$ cat src/rtl/stage_ex_pkg.sv
// stage_ex_pkg: definitions shared by the multi-cycle execute stage.
//   exeCmd_e : ALU command encodings (MUL added at 4'b1010)
//   state_t  : multiply sequencer states
//   FLAG_*   : bit positions of {N,Z,C,V} inside the status word
package stage_ex_pkg;

  typedef enum logic [3:0] {
    CMD_MOV = 4'b0001,
    CMD_MVN = 4'b1001,
    CMD_ADD = 4'b0010,
    CMD_ADC = 4'b0011,
    CMD_SUB = 4'b0100,
    CMD_SBC = 4'b0101,
    CMD_AND = 4'b0110,
    CMD_ORR = 4'b0111,
    CMD_EOR = 4'b1000,
    CMD_MUL = 4'b1010
  } exeCmd_e;

  typedef enum logic [1:0] {
    ST_IDLE = 2'd0,
    ST_RUN  = 2'd1,
    ST_DONE = 2'd2
  } state_t;

  localparam int FLAG_N = 3;
  localparam int FLAG_Z = 2;
  localparam int FLAG_C = 1;
  localparam int FLAG_V = 0;

endpackage

$ cat src/rtl/stage_ex_mc_mul_iter.sv
// mul_iter: iterative shift-add multiplier datapath, STEP multiplier bits per cycle.
//   clk        in  clock
//   load       in  capture operands, clear accumulator, load iteration count
//   iterate    in  retire STEP multiplier bits this cycle
//   mcandIn    in  multiplicand
//   mplierIn   in  multiplier
//   acc        out accumulated product (low DATA_W bits)
//   mplierZero out remaining multiplier is zero
//   lastIter   out this is the final scheduled iteration
// Registers carry no reset: a load always precedes any use.
module mul_iter
  import stage_ex_pkg::*;
#(
  parameter int DATA_W = 32,
  parameter int STEP   = 1
) (
  input  logic              clk,
  input  logic              load,
  input  logic              iterate,
  input  logic [DATA_W-1:0] mcandIn,
  input  logic [DATA_W-1:0] mplierIn,
  output logic [DATA_W-1:0] acc,
  output logic              mplierZero,
  output logic              lastIter
);

  localparam int ITERS = DATA_W / STEP;
  localparam int CNT_W = $clog2(ITERS + 1);

  logic [DATA_W-1:0] mcand;
  logic [DATA_W-1:0] mplier;
  logic [DATA_W-1:0] pp;
  logic [CNT_W-1:0]  count;

  // multiplicand x low STEP multiplier bits, truncated to DATA_W
  always_comb begin
    pp = '0;
    for (int b = 0; b < STEP; b++) begin
      if (mplier[b]) pp = pp + (mcand << b);
    end
  end

  always_ff @(posedge clk) begin
    if (load) begin
      mcand  <= mcandIn;
      mplier <= mplierIn;
      acc    <= '0;
      count  <= CNT_W'(ITERS);
    end else if (iterate) begin
      acc    <= acc + pp;
      mcand  <= mcand << STEP;
      mplier <= mplier >> STEP;
      count  <= count - CNT_W'(1);
    end
  end

  assign mplierZero = (mplier == '0);
  assign lastIter   = (count == CNT_W'(1));

endmodule

$ cat src/rtl/stage_ex_mc.sv
// stage_ex_mc: multi-cycle execute stage (ALU, branch target, status flags,
// iterative MUL that stalls the front end through busy).
//   clk, rst (async, active-high), freeze (downstream hold)
//   wbEnIn/memREnIn/memWEnIn/branchTakenIn/ldStatus/imm/carryIn, exeCmd : decoded controls
//   val1, valRm, signedImm24, pc, shifterOperand, dest : operands
//   wbEnOut/memREnOut/memWEnOut/branchTakenOut, aluRes, exeValRm, branchAddr,
//   exeDest, status {N,Z,C,V}, busy : outputs towards EX/MEM and hazard unit
// Build option: STAGE_EX_MUL_EARLY_EXIT_EN ends a MUL once the remaining
// multiplier is zero; otherwise a MUL always runs DATA_W/STEP iterations.
module stage_ex_mc
  import stage_ex_pkg::*;
#(
  parameter int DATA_W = 32,
  parameter int STEP   = 1
) (
  input  logic              clk,
  input  logic              rst,
  input  logic              freeze,
  input  logic              wbEnIn,
  input  logic              memREnIn,
  input  logic              memWEnIn,
  input  logic              branchTakenIn,
  input  logic              ldStatus,
  input  logic              imm,
  input  logic              carryIn,
  input  logic [3:0]        exeCmd,
  input  logic [DATA_W-1:0] val1,
  input  logic [DATA_W-1:0] valRm,
  input  logic [DATA_W-1:0] signedImm24,
  input  logic [DATA_W-1:0] pc,
  input  logic [11:0]       shifterOperand,
  input  logic [3:0]        dest,
  output logic              wbEnOut,
  output logic              memREnOut,
  output logic              memWEnOut,
  output logic              branchTakenOut,
  output logic [DATA_W-1:0] aluRes,
  output logic [DATA_W-1:0] exeValRm,
  output logic [DATA_W-1:0] branchAddr,
  output logic [3:0]        exeDest,
  output logic [3:0]        status,
  output logic              busy
);

  logic [DATA_W-1:0]        val2;
  logic signed [DATA_W-1:0] valRmS;
  logic [2*DATA_W-1:0]      rotImm;
  logic [2*DATA_W-1:0]      rotRm;
  int                       immAmt;
  int                       shAmt;

  assign valRmS = valRm;

  // Operand 2: memory ops take the raw 12-bit offset, immediates are an
  // 8-bit value rotated right by twice the 4-bit field, otherwise Rm shifted.
  always_comb begin
    immAmt = (2 * int'(shifterOperand[11:8])) % DATA_W;
    shAmt  = int'(shifterOperand[11:7]) % DATA_W;
    rotImm = {2{DATA_W'(shifterOperand[7:0])}} >> immAmt;
    rotRm  = {2{valRm}} >> shAmt;
    if (memREnIn || memWEnIn) begin
      val2 = DATA_W'(shifterOperand);
    end else if (imm) begin
      val2 = rotImm[DATA_W-1:0];
    end else begin
      case (shifterOperand[6:5])
        2'b00:   val2 = valRm << shAmt;
        2'b01:   val2 = valRm >> shAmt;
        2'b10:   val2 = valRmS >>> shAmt;
        default: val2 = rotRm[DATA_W-1:0];
      endcase
    end
  end

  logic signed [DATA_W-1:0] opA;
  logic signed [DATA_W-1:0] opB;
  logic [DATA_W:0]          sum;
  logic [DATA_W-1:0]        aluOut;
  logic                     aluC;
  logic                     aluV;
  logic [3:0]               aluFlags;

  assign opA = val1;
  assign opB = val2;

  // Logic/move ops leave C and V as they are.
  always_comb begin
    sum    = '0;
    aluOut = '0;
    aluC   = status[FLAG_C];
    aluV   = status[FLAG_V];
    case (exeCmd)
      CMD_MOV: aluOut = val2;
      CMD_MVN: aluOut = ~val2;
      CMD_ADD, CMD_ADC: begin
        sum    = {1'b0, val1} + {1'b0, val2}
               + {{DATA_W{1'b0}}, carryIn & (exeCmd == CMD_ADC)};
        aluOut = sum[DATA_W-1:0];
        aluC   = sum[DATA_W];
        aluV   = ((opA < 0) == (opB < 0)) && (aluOut[DATA_W-1] != (opA < 0));
      end
      CMD_SUB, CMD_SBC: begin
        sum    = {1'b0, val1} - {1'b0, val2}
               - {{DATA_W{1'b0}}, ~carryIn & (exeCmd == CMD_SBC)};
        aluOut = sum[DATA_W-1:0];
        aluC   = ~sum[DATA_W];  // carry means "no borrow"
        aluV   = ((opA < 0) != (opB < 0)) && (aluOut[DATA_W-1] != (opA < 0));
      end
      CMD_AND: aluOut = val1 & val2;
      CMD_ORR: aluOut = val1 | val2;
      CMD_EOR: aluOut = val1 ^ val2;
      default: aluOut = '0;
    endcase
  end

  assign aluFlags = {aluOut[DATA_W-1], (aluOut == '0), aluC, aluV};

  state_t            state;
  logic              mulReq;
  logic              mulIterate;
  logic              runToDone;
  logic              mplierZero;
  logic              lastIter;
  logic [DATA_W-1:0] acc;
  logic              capLd;
  logic              capWb;
  logic [3:0]        capDest;

  assign mulReq = (state == ST_IDLE) && (exeCmd == CMD_MUL) && wbEnIn;

`ifdef STAGE_EX_MUL_EARLY_EXIT_EN
  // zero remaining multiplier is tested before iterating, so a x0 skips RUN work
  assign mulIterate = (state == ST_RUN) && !mplierZero;
  assign runToDone  = mplierZero || lastIter;
`else
  assign mulIterate = (state == ST_RUN);
  assign runToDone  = lastIter;
`endif

  mul_iter #(
    .DATA_W (DATA_W),
    .STEP   (STEP)
  ) uMulIter (
    .clk        (clk),
    .load       (mulReq),
    .iterate    (mulIterate),
    .mcandIn    (val1),
    .mplierIn   (val2),
    .acc        (acc),
    .mplierZero (mplierZero),
    .lastIter   (lastIter)
  );

  always_ff @(posedge clk or posedge rst) begin
    if (rst) begin
      state  <= ST_IDLE;
      status <= '0;
      capLd  <= 1'b0;
      capWb  <= 1'b0;
    end else begin
      case (state)
        ST_IDLE: begin
          if (mulReq) begin
            state <= ST_RUN;
            capLd <= ldStatus;
            capWb <= wbEnIn;
          end else if (ldStatus && !freeze) begin
            status <= aluFlags;
          end
        end
        ST_RUN: begin
          if (runToDone) state <= ST_DONE;
        end
        ST_DONE: begin
          if (!freeze) begin
            state <= ST_IDLE;
            if (capLd) begin
              status[FLAG_N] <= acc[DATA_W-1];
              status[FLAG_Z] <= (acc == '0);
            end
          end
        end
        default: state <= ST_IDLE;
      endcase
    end
  end

  always_ff @(posedge clk) begin
    if (mulReq) capDest <= dest;
  end

  assign exeValRm   = valRm;
  assign branchAddr = pc + signedImm24;

  // Request and RUN cycles send a bubble to EX/MEM; reset forces quiet outputs.
  always_comb begin
    aluRes         = aluOut;
    wbEnOut        = wbEnIn;
    memREnOut      = memREnIn;
    memWEnOut      = memWEnIn;
    branchTakenOut = branchTakenIn;
    exeDest        = dest;
    busy           = 1'b0;
    if (rst) begin
      aluRes         = '0;
      wbEnOut        = 1'b0;
      memREnOut      = 1'b0;
      memWEnOut      = 1'b0;
      branchTakenOut = 1'b0;
    end else begin
      case (state)
        ST_IDLE: begin
          if (mulReq) begin
            busy           = 1'b1;
            wbEnOut        = 1'b0;
            memREnOut      = 1'b0;
            memWEnOut      = 1'b0;
            branchTakenOut = 1'b0;
          end
        end
        ST_RUN: begin
          busy           = 1'b1;
          wbEnOut        = 1'b0;
          memREnOut      = 1'b0;
          memWEnOut      = 1'b0;
          branchTakenOut = 1'b0;
        end
        ST_DONE: begin
          aluRes    = acc;
          wbEnOut   = capWb;
          memREnOut = 1'b0;
          memWEnOut = 1'b0;
          exeDest   = capDest;
        end
        default: ;
      endcase
    end
  end

endmodule

$ cat config.mk
export PLATFORM = sky130hd
export DESIGN_NAME = stage_ex_mc
export DESIGN_NICKNAME = d
export VERILOG_FILES = /design/src/rtl/stage_ex_pkg.sv /design/src/rtl/stage_ex_mc_mul_iter.sv /design/src/rtl/stage_ex_mc.sv
export SDC_FILE = /design/constraint.sdc
export NUM_CORES = 1
export LEC_CHECK = 0
export ABC_AREA = 1
export CAP_MARGIN = 30
export CORE_UTILIZATION = 30
export DETAILED_ROUTE_END_ITERATION = 10
export SLEW_MARGIN = 10
export SYNTH_ARGS = -nofsm -noshare
export SYNTH_HDL_FRONTEND = slang
export SYNTH_SLANG_ARGS = --single-unit
$ cat constraint.sdc
create_clock -name clk -period 7 [get_ports clk]
set_input_delay 1.05 -clock clk [delete_from_list [all_inputs] [get_ports clk]]
set_output_delay 1.05 -clock clk [all_outputs]
set_load 0.1 [all_outputs]
==> results of run 1 <==
-- worst reg2reg max path: cells and delay by family (launching register included) --
| family | cells | cell delay, ps |
|---|---|---|
| xor+xnor | 1 | 100 |
| flops | 1 | 570 |
| simple gates | 3 | 310 |
| fa+ha+maj | 2 | 590 |
| compound gates | 10 | 2110 |
| buf+inv | 3 | 180 |
-- final timing paths --
| check | to | slack (ps) | cells past startpoint |
|---|---|---|---|
| min in group asynchronous | status[1]$_DFFE_PP0P_ | 1000 | 3 |
| max | aluRes[27] | 170 | 34 |
| max in group asynchronous | status[0]$_DFFE_PP0P_ | 5800 | 3 |
| min reg2reg | capWb$_DFFE_PP0P_ | 450 | 2 |
| max reg2reg | uMulIter.acc[28]$_SDFFE_PP0P_ | 3040 | 19 |
| min | capWb$_DFFE_PP0P_ | 450 | 2 |
-- cell type report --
cell class,instances,area share
multi-input combinational,2652,0.543
timing repair buffer,787,0.245
sequential,114,0.103
inverter,396,0.0514
tap,855,0.0366
clock buffer,20,0.0171
clock inverter,12,0.00394
-- power by group --
group | switching, mW | internal (mW) | total [mW]
combinational | 2.96 | 1.71 | 4.67
sequential | 0.166 | 1.13 | 1.29
clock | 0.388 | 0.556 | 0.944
total | 3.51 | 3.40 | 6.91
-- state kept, by name, indices dropped and copies added (netlist names) --
name and cells:
uMulIter.acc 32, uMulIter.mcand 32, uMulIter.mplier 32, uMulIter.count 6
capDest 4, status 4, state 2, capLd 1
capWb 1
-- metal layers --
metal,track usage,share of wire,up-vias
met4,0.0994,0.042,0
met3,0.0321,0.081,174
li1,-,-,12500
met5,0,0,-
met2,0.441,0.46,1172
met1,0.346,0.42,11800
-- through the flow --
step	hold slack, ps	worst slack (ps)	setup TNS [ps]
final	448	169	0
after global routing	477	-13.4	-24.2
after CTS	449	-47.2	-77.5
after detailed placement	435	-489	-4380
after global placement	432	-442	-3580
after floorplan	420	112	0
-- cells in the final DEF, fill, tap and decap left out, types with 8 or more instances in the layout --
master | netlist | final
or2_2 | 8 | 8
nand4_1 | 31 | 31
o22ai_1 | 38 | 32
nand2_2 | 22 | 89
o21ai_1 | 29 | 48
dfxtp_1 | 38 | 38
clkbuf_16 | 0 | 25
nor2_2 | 3 | 19
a21o_1 | 9 | 9
nor3_1 | 21 | 17
nand2_4 | 0 | 14
nand3_2 | 3 | 86
nor2_4 | 0 | 8
o21a_1 | 14 | 14
nand3_1 | 441 | 351
o21ai_2 | 2 | 29
a21oi_2 | 1 | 21
nand2_1 | 841 | 759
inv_1 | 382 | 361
a21oi_1 | 231 | 208
a211oi_1 | 8 | 8
dfrtp_1 | 8 | 8
xnor2_1 | 22 | 21
o211ai_1 | 13 | 13
buf_12 | 0 | 46
nor2_1 | 261 | 237
buf_4 | 44 | 514
ha_4 | 0 | 26
o21bai_1 | 11 | 11
a221oi_1 | 30 | 29
inv_2 | 8 | 28
o21ai_0 | 295 | 248
a31oi_1 | 15 | 12
ha_1 | 191 | 162
clkdlybuf4s50_1 | 0 | 208
edfxtp_1 | 68 | 68
xor2_1 | 44 | 44
-- what timing repair did --
| item | in CTS | in global routing |
|---|---|---|
| gates resized for setup | 111 | 300 |
| cloned | 0 | 3 |
| pin swaps | 18 | 79 |
| setup buffers | 5 | 15 |
| setup endpoints to repair | 20 | 28 |
-- cells by family (layout without fill, tap and decap cells) --
logic type / after synthesis / count (layout) / share of synthesized area
AOI/OAI and AO/OA: 729 / 729 / 0.208
DFF: 114 / 114 / 0.153
adders and majority gates: 195 / 195 / 0.126
muxes: 6 / 6 / 0.00331
and+or+nand+nor: 1656 / 1656 / 0.358
buffers and inverters: 566 / 1215 / 0.123
xor gates and xnor gates: 66 / 66 / 0.0294
==> run summary, run 1 <==
Worst Path Buf+Inv = 9
critical path arrival = 5780 ps
CP Class = in2out
row cnt = 93
aggregate global routing overflow = 0
fin util = 0.453
Leak = 14.2 nW
vias = 25600
number of global-route vias before repair = 23900
Final period util = 0.976
Die Height = 258 um
initial antenna violation count = 0
cell with the most instances after synthesis = nand2_1
Max Freq = 146 MHz
critical path launch point type = input port
worst hold path class = reg2reg
GP Congestion = 0.996
TritonCTS Buffers = 17
Antenna diodes = 0
drt drc = 0
leading post-synthesis cells by cell area = nand2_1 16%, ha_1 12%, nand3_1 11%, edfxtp_1 10%, o21ai_0 7.5%
Setup crit end kind = output pin
launch point of the worst hold path = capWb$_DFFE_PP0P_
Placed Cells = 4782
total iterations of the first detailed-routing run = 6
GRT Util Overall = 0.264
Final #Nets = 4321
Worst path max stage delay = 480 ps
Crit-path slowest cell = clkdlybuf4s50_1
Multi-input gate area = 15900 sq um
cts hold-fix bufs = 0
Die W = 258 um
H-tree depth = 4
Ports = 267
status = finished, final reports clean
First DRT Iteration DRCs = 2562
share of cells above drive strength 1 = 0.248
register area = 3000 sq um
Netlist cell types = 61
# setup viols final = 0
CP most frequent cell = nand2_1
worst r2r src = uMulIter.mplier[0]$_DFFE_PP_
largest net degree at the start of global routing = 78
dpl hpwl = 73.7 mm
ys async rst share = 0.0702
min Tclk post-route = 6830 ps
Core Footprint = 64600 sq um
# fillers = 6749
routed len/inst = 18.9 um
first-pass GRT wire length = 137 mm
clock tree sinks = 114
final wirelength = 91.5 mm
IO buf count = 266
VDD IR max = 0.194 mV
PnR Total Power = 6.91 mW
Crit path required time = 5950 ps
post-synth top area cell = nand2_1
Finished Layout Cells = 4836
Post-synth top cells = 841 x nand2_1, 441 x nand3_1, 382 x inv_1
ANT nets after route = 0
start point of the critical path = shifterOperand[5]
synth warn = 0
crit path max fanout = 7
CP top delay family = simple AND/OR/NAND/NOR gates
worst slew pin tran = 999 ps
power per cell area = 236 nW/um^2
Total Die Area = 66600 sq um
Max-cap violations = 0
average cell area after synthesis = 5.90 sq um
Mapped Nets = 3685
Slew headroom = 0.332
Setup Skew = 14.7 ps
Worst-Skew Late Latency = 460 ps
Synth top area share = 0.160
cell count after synthesis = 3332
Cell Area, Placed = 26800 sq um
flops & latches, synth = 114
Clk pin slew, worst setup/hold paths = 60 ps
Post-synth EDFFs = 68
initial core utilization = 0.305
clk buf depth = 2
post-synth design cell area = 19700 sq um
ys flop type = edfxtp_1
max-slew violation count = 0
fin area = 29200 sq um
DR vias/cell = 5.28
Clock Tree Root = clkbuf_16
post-synthesis sequential area ratio = 0.153
P&R area growth vs syn = 48.6%
final count of hold timing violations = 0
CTS tree = built
Power figures use the tool's default switching activity.
==> inputs of run 2 (changes only) <==
--- a/config.mk
+++ b/config.mk
@@ -8,6 +8,7 @@
 export ABC_AREA = 1
 export CAP_MARGIN = 30
 export CORE_UTILIZATION = 30
+export CTS_BUF_LIST = sky130_fd_sc_hd__clkbuf_8 sky130_fd_sc_hd__clkbuf_16
 export DETAILED_ROUTE_END_ITERATION = 10
 export SLEW_MARGIN = 10
 export SYNTH_ARGS = -nofsm -noshare
==> results of run 2 <==
Same layout as run 1: the final DEF is identical, and so are final timing and power.
